===== src/rtl/tilemap_write_arbiter.sv =====
// Shares the tilemap write port between CPU stores (priority) and a rectangle-fill engine.
// Optional TILEMAP_FILL_WORD_EN: fill writes a whole aligned word when 4+ tiles remain in the row.
module tilemap_write_arbiter #(
    parameter int MAP_WIDTH    = 40,
    parameter int MAP_HEIGHT   = 30,
    parameter int STARVE_LIMIT = 4
) (
    input  logic        clk,
    input  logic        i_rst_n,
    input  logic [31:0] i_cpu_wdata,
    input  logic        i_cpu_wea,
    input  logic [3:0]  i_cpu_wselect,
    input  logic [26:0] i_cpu_waddr,
    output logic        o_cpu_stall,
    input  logic        i_fill_start,
    input  logic [5:0]  i_fill_x0,
    input  logic [5:0]  i_fill_y0,
    input  logic [5:0]  i_fill_w,
    input  logic [5:0]  i_fill_h,
    input  logic [7:0]  i_fill_value,
    output logic        o_fill_busy,
    output logic        o_fill_done,
    output logic [31:0] o_wdata,
    output logic        o_wea,
    output logic [3:0]  o_wselect,
    output logic [26:0] o_waddr
);

    localparam int SW = $clog2(STARVE_LIMIT + 1);
    localparam logic [6:0] MW7 = 7'(MAP_WIDTH);
    localparam logic [6:0] MH7 = 7'(MAP_HEIGHT);

`ifdef TILEMAP_FILL_WORD_EN
    if (MAP_WIDTH % 4 != 0) begin : g_bad_width
        $error("TILEMAP_FILL_WORD_EN requires MAP_WIDTH to be a multiple of 4");
    end
`endif

    typedef enum logic [1:0] {S_IDLE, S_FILL, S_DONE} state_t;

    state_t          state_q;
    logic [6:0]      x0_q, x_q, y_q, x_end_q, y_end_q;
    logic [7:0]      value_q;
    logic            empty_q;
    logic [SW-1:0]   starve_q;
    logic [31:0]     wdata_q;
    logic            wea_q;
    logic [3:0]      wsel_q;
    logic [26:0]     waddr_q;

    logic            fill_active, stall, grant_fill, grant_cpu;
    logic [26:0]     fill_addr;
    logic [3:0]      fill_sel;
    logic [6:0]      step, x_next, y_next, sum_x, sum_y, x_end_d, y_end_d;
    logic            row_end, last_tile, start_empty;

    always_comb begin
        fill_active = (state_q == S_FILL) && !empty_q;
        stall       = (state_q == S_FILL) && (starve_q == SW'(STARVE_LIMIT));
        grant_fill  = fill_active && (stall || !i_cpu_wea);
        grant_cpu   = !stall && i_cpu_wea;

        fill_addr = 27'(y_q) * 27'(MAP_WIDTH) + 27'(x_q);
        step      = 7'd1;
        fill_sel  = 4'b0001 << fill_addr[1:0];
`ifdef TILEMAP_FILL_WORD_EN
        if (fill_addr[1:0] == 2'b00 && (x_end_q - x_q) >= 7'd4) begin
            step     = 7'd4;
            fill_sel = 4'hF;
        end
`endif
        x_next    = x_q + step;
        y_next    = y_q + 7'd1;
        row_end   = x_next >= x_end_q;
        last_tile = row_end && (y_next >= y_end_q);

        // 7-bit sums cannot overflow 6-bit operands, so clipping is a plain compare.
        sum_x       = {1'b0, i_fill_x0} + {1'b0, i_fill_w};
        sum_y       = {1'b0, i_fill_y0} + {1'b0, i_fill_h};
        x_end_d     = (sum_x > MW7) ? MW7 : sum_x;
        y_end_d     = (sum_y > MH7) ? MH7 : sum_y;
        start_empty = (i_fill_w == 6'd0) || (i_fill_h == 6'd0) ||
                      ({1'b0, i_fill_x0} >= MW7) || ({1'b0, i_fill_y0} >= MH7);
    end

    // NOTE: every register here uses <= so all updates see the pre-edge values of each other.
    always_ff @(posedge clk or negedge i_rst_n) begin
        if (!i_rst_n) begin
            state_q  <= S_IDLE;
            x0_q     <= '0;
            x_q      <= '0;
            y_q      <= '0;
            x_end_q  <= '0;
            y_end_q  <= '0;
            value_q  <= '0;
            empty_q  <= 1'b0;
            starve_q <= '0;
            wdata_q  <= '0;
            wea_q    <= 1'b0;
            wsel_q   <= '0;
            waddr_q  <= '0;
        end else begin
            wea_q <= grant_fill || grant_cpu;
            if (grant_fill) begin
                waddr_q <= {fill_addr[26:2], 2'b00};
                wsel_q  <= fill_sel;
                wdata_q <= {4{value_q}};
            end else if (grant_cpu) begin
                waddr_q <= i_cpu_waddr;
                wsel_q  <= i_cpu_wselect;
                wdata_q <= i_cpu_wdata;
            end

            case (state_q)
                S_IDLE: begin
                    if (i_fill_start) begin
                        x0_q     <= {1'b0, i_fill_x0};
                        x_q      <= {1'b0, i_fill_x0};
                        y_q      <= {1'b0, i_fill_y0};
                        x_end_q  <= x_end_d;
                        y_end_q  <= y_end_d;
                        value_q  <= i_fill_value;
                        empty_q  <= start_empty;
                        starve_q <= '0;
                        state_q  <= S_FILL;
                    end
                end
                S_FILL: begin
                    if (empty_q) begin
                        state_q <= S_DONE;
                    end else if (grant_fill) begin
                        starve_q <= '0;
                        if (last_tile) begin
                            state_q <= S_DONE;
                        end else if (row_end) begin
                            x_q <= x0_q;
                            y_q <= y_next;
                        end else begin
                            x_q <= x_next;
                        end
                    end else if (grant_cpu) begin
                        starve_q <= starve_q + SW'(1);
                    end
                end
                default: state_q <= S_IDLE;
            endcase
        end
    end

    assign o_cpu_stall = stall;
    assign o_fill_busy = (state_q == S_FILL);
    assign o_fill_done = (state_q == S_DONE);
    assign o_wdata     = wdata_q;
    assign o_wea       = wea_q;
    assign o_wselect   = wsel_q;
    assign o_waddr     = waddr_q;

endmodule

===== config.mk =====
export PLATFORM = sky130hd
export DESIGN_NAME = tilemap_write_arbiter
export DESIGN_NICKNAME = d
export VERILOG_FILES = /design/src/rtl/tilemap_write_arbiter.sv
export SDC_FILE = /design/constraint.sdc
export NUM_CORES = 1
export LEC_CHECK = 0
export CORE_MARGIN = 2
export CORE_UTILIZATION = 38
export CTS_BUF_LIST = sky130_fd_sc_hd__clkbuf_8 sky130_fd_sc_hd__clkbuf_16
export CTS_CLUSTER_SIZE = 24
export DETAILED_ROUTE_END_ITERATION = 10
export GPL_TIMING_DRIVEN = 0
export PLACE_DENSITY = 0.75
export SKIP_LAST_GASP = 1
export SLEW_MARGIN = 20
export SYNTH_ARGS = -nofsm -noshare
export SYNTH_HDL_FRONTEND = slang
export SYNTH_SLANG_ARGS = --single-unit

===== constraint.sdc =====
create_clock -name clk -period 8.4 [get_ports clk]
set_input_delay 0.84 -clock clk [delete_from_list [all_inputs] [get_ports clk]]
set_output_delay 0.84 -clock clk [all_outputs]
set_load 0.01 [all_outputs]

==> run_results.csv <==
group,metric,value,unit
logic_synthesis,ys_ff_latch,112,
sta,rsz0062_at_grt,"no",
logic_synthesis,synth_async_sr_flop_share,1.00,
logic_synthesis,syn_inst,692,
grt,antenna_found_initial,0,
worst_setup_path,critPathCapture,"o_fill_busy",
worst_setup_path,critPathLaunchType,"flop",
grt,overflow,0,
layout,insertedDiodeCount,0,
grt,grt_pass1_vias,5668,
die,fp.dieArea,0.0176,mm^2
power,p_leak,0.00381,uW
sta,setup_tns,0,ps
die,initial_utilization,0.383,
clock_tree,cts_tree,"done",
worst_setup_path,reg2reg_slack,5250,ps
sta,finalHoldViolations,0,
logic_synthesis,synth_top_area_frac,0.446,
detailed_routing,viasPerCell,5.12,
clock_tree,cts_hold_buf,0,
power,p_comb_frac,0.533,
logic_synthesis,synth_top_cell_by_area,"dfrtp_1",
die,die_y,133,um
grt,grt_max_degree,67,
die,rows,47,
layout,fin_nets,1019,
layout,final_util,0.522,
layout,fin_cells,1094,
worst_setup_path,required,7560,ps
power,p_sw,1160,uW
sta,skew,8.89,ps
grt,groute.usage.overall,0.206,
sta,finalCriticalPeriod,3240,ps
power,clock_power_share,0.164,
layout,synthToLayoutAreaGrowth,36.1,%
detailed_routing,drt_iter0_drc,323,
detailed_routing,vias,5601,
worst_setup_path,critPathMaxFanout,10,
die,io-pin-count,166,
clock_tree,post_cts_resize_count,0,
logic_synthesis,yosysWarnings,0,
sta,slew_headroom,0.527,
clock_tree,postCtsSetupRepairBufs,0,
logic_synthesis,netlist_area,0.00629,mm^2
sta,worst_slew_pin_slew,705,ps
power,power.density,324,mW/mm^2
logic_synthesis,avgSynthCellArea,9.09,um^2
power,total_power,2780,uW
logic_synthesis,syn_nets,842,
layout,mostFrequentLayoutCell,"clkdlybuf4s50_1",
power,seq_power_share,0.303,
layout,fillCellCount,1504,
place,io_buffers,165,
grt,grt_pass1_wl,28800,um
layout,multi_input_area,0.00326,mm^2
clock_tree,cts_made_buffers,9,
detailed_routing,dr.pass1.iters,5,
layout,drive_above_1_share,0.0446,
flow_run,cap_violations,0,
logic_synthesis,synth.area.top_cells,"dfrtp_1 45%, ha_1 9.4%, nand2_1 9.1%",
power,intPower,1620,uW
layout,final_cell_mix,"164 x clkdlybuf4s50_1, 152 x nand2_1, 112 x dfrtp_1, 57 x a21oi_1, 52 x o21ai_1",
power,switching_share,0.418,
clock_tree,h-tree-depth,3,
detailed_routing,wl_per_cell,16.3,um
detailed_routing,highest_layer,"met4",
logic_synthesis,yosysSeqAreaShare,0.446,
detailed_routing,dr_wl_met2,8310,um
place,place_area,0.00824,mm^2
worst_setup_path,startpoint,"state_q[1]",
clock_tree,cts_buffer_depth,2,
detailed_routing,drcViolationCount,0,
sta,clock.fmax,309,MHz
die,fp.dieW,133,um
clock_tree,clockRootBuffer,"clkbuf_16",
detailed_routing,drt-total-wl,17800,um
status,status,"complete, no violations",
layout,regArea,0.00280,mm^2
logic_synthesis,synth-main-ff-cell,"dfrtp_1",
logic_synthesis,synth.distinct_cells,55,
logic_synthesis,synth_edf_count,0,
die,coreArea,0.0164,mm^2
place,hpwlAfterDp,13800,um
sta,slew_viol_final,0,
worst_setup_path,cp-end-kind,"output port",
clock_tree,cts.clk_slew.worst_paths,80,ps
worst_setup_path,arrival,2400,ps
sta,setup_viol,0,
place,dp_cells,1078,
detailed_routing,wl_met3,1270,um
detailed_routing,wl_met1,7910,um
worst_setup_path,r2r-end,"x_q[3]",
power,irDropWorstVdd,137,uV
place,place.gp.congestion,0.842,
clock_tree,clock-sinks,112,
detailed_routing,ant_nets,0,
hold_path,hold_path_class,"in -> async",
worst_setup_path,crit_type,"reg -> out",
worst_setup_path,reg2reg_from,"x_q[0]",
worst_setup_path,worstRegToRegCells,10,
clock_tree,clkLatencyLatePin,360,ps
layout,fin_area,0.00856,mm^2
sta,fin_crit_sh,0.386,
[through the flow]
step                setup slack (ps)  hold WS, ps
CTS                             5160          411
detailed placement              5140          454
finish                          5160          398
global placement                2070          449
global route                    5070          426
floorplan                       5600          437
[cells in the mapped netlist, types with 6 or more instances]
cell,instances
nand2_1,152
dfrtp_1,112
a21oi_1,57
o21ai_1,52
ha_1,47
nand3_1,30
nor2_1,27
inv_1,25
clkbuf_1,16
xnor2_1,16
and2_1,10
o21ai_0,10
xor2_1,10
a211oi_1,9
a31oi_1,9
and3_1,8
buf_2,8
mux2i_1,7
buf_1,6
nor2b_1,6
[area by class of cell]
class | instances | share of cell area
multi-input cells | 523 | 0.381
flip-flops and latches | 112 | 0.328
repair buffers | 166 | 0.196
well taps | 220 | 0.0322
clock buffers | 10 | 0.0279
plain buffers | 31 | 0.0152
inverters | 26 | 0.0114
clock inverters | 6 | 0.00863
[flip-flops by register name, indices dropped and copies added, names as in the netlist, 3 cells and up]
signal	cells
o_waddr	27
o_wdata	32
o_wselect	4
starve_q	3
value_q	8
x0_q	6
x_end_q	7
x_q	7
y_end_q	7
y_q	7
[worst min-delay path by stage]
stage,from,to,cells past startpoint
final,i_rst_n,o_waddr[22],1
after detailed placement,value_q[5],value_q[5],2
after floorplan,value_q[0],value_q[0],2
after CTS,i_rst_n,o_waddr[22],1
after global routing,i_rst_n,o_waddr[22],1
after global placement,value_q[4],value_q[4],2
[worst max-delay path: stages, from the launching register on]
cell	delay (ps)
dfrtp_1	410
nand2b_1	140
buf_2	180
inv_2	190
clkbuf_1	480
clkdlybuf4s50_1	650
[kinds of logic (layout without fill, tap and decap cells)]
kind of cell,count (synthesis),after routing,synth area share
simple gates,257,257,0.181
compound gates,178,178,0.175
flops,112,112,0.446
buf+inv,57,239,0.0362
fa+ha+maj,51,51,0.106
xor+xnor,26,26,0.0362
mux,11,11,0.0189
[power by group through the flow]
stage,sequential (uW),combinational [uW],clock [uW]
floorplan,851,977,0
global placement,844,1450,0
detailed placement,852,1480,0
CTS,841,1490,463
global route,864,1650,483
finish,840,1480,455
[metal layers]
metal / vias to the layer above / track usage
met2: 189 / 0.336
li1: 2758 / -
met4: 0 / 0.0705
met3: 20 / 0.0398
met1: 2634 / 0.275
met5: - / 0
Power figures use the tool's default switching activity.
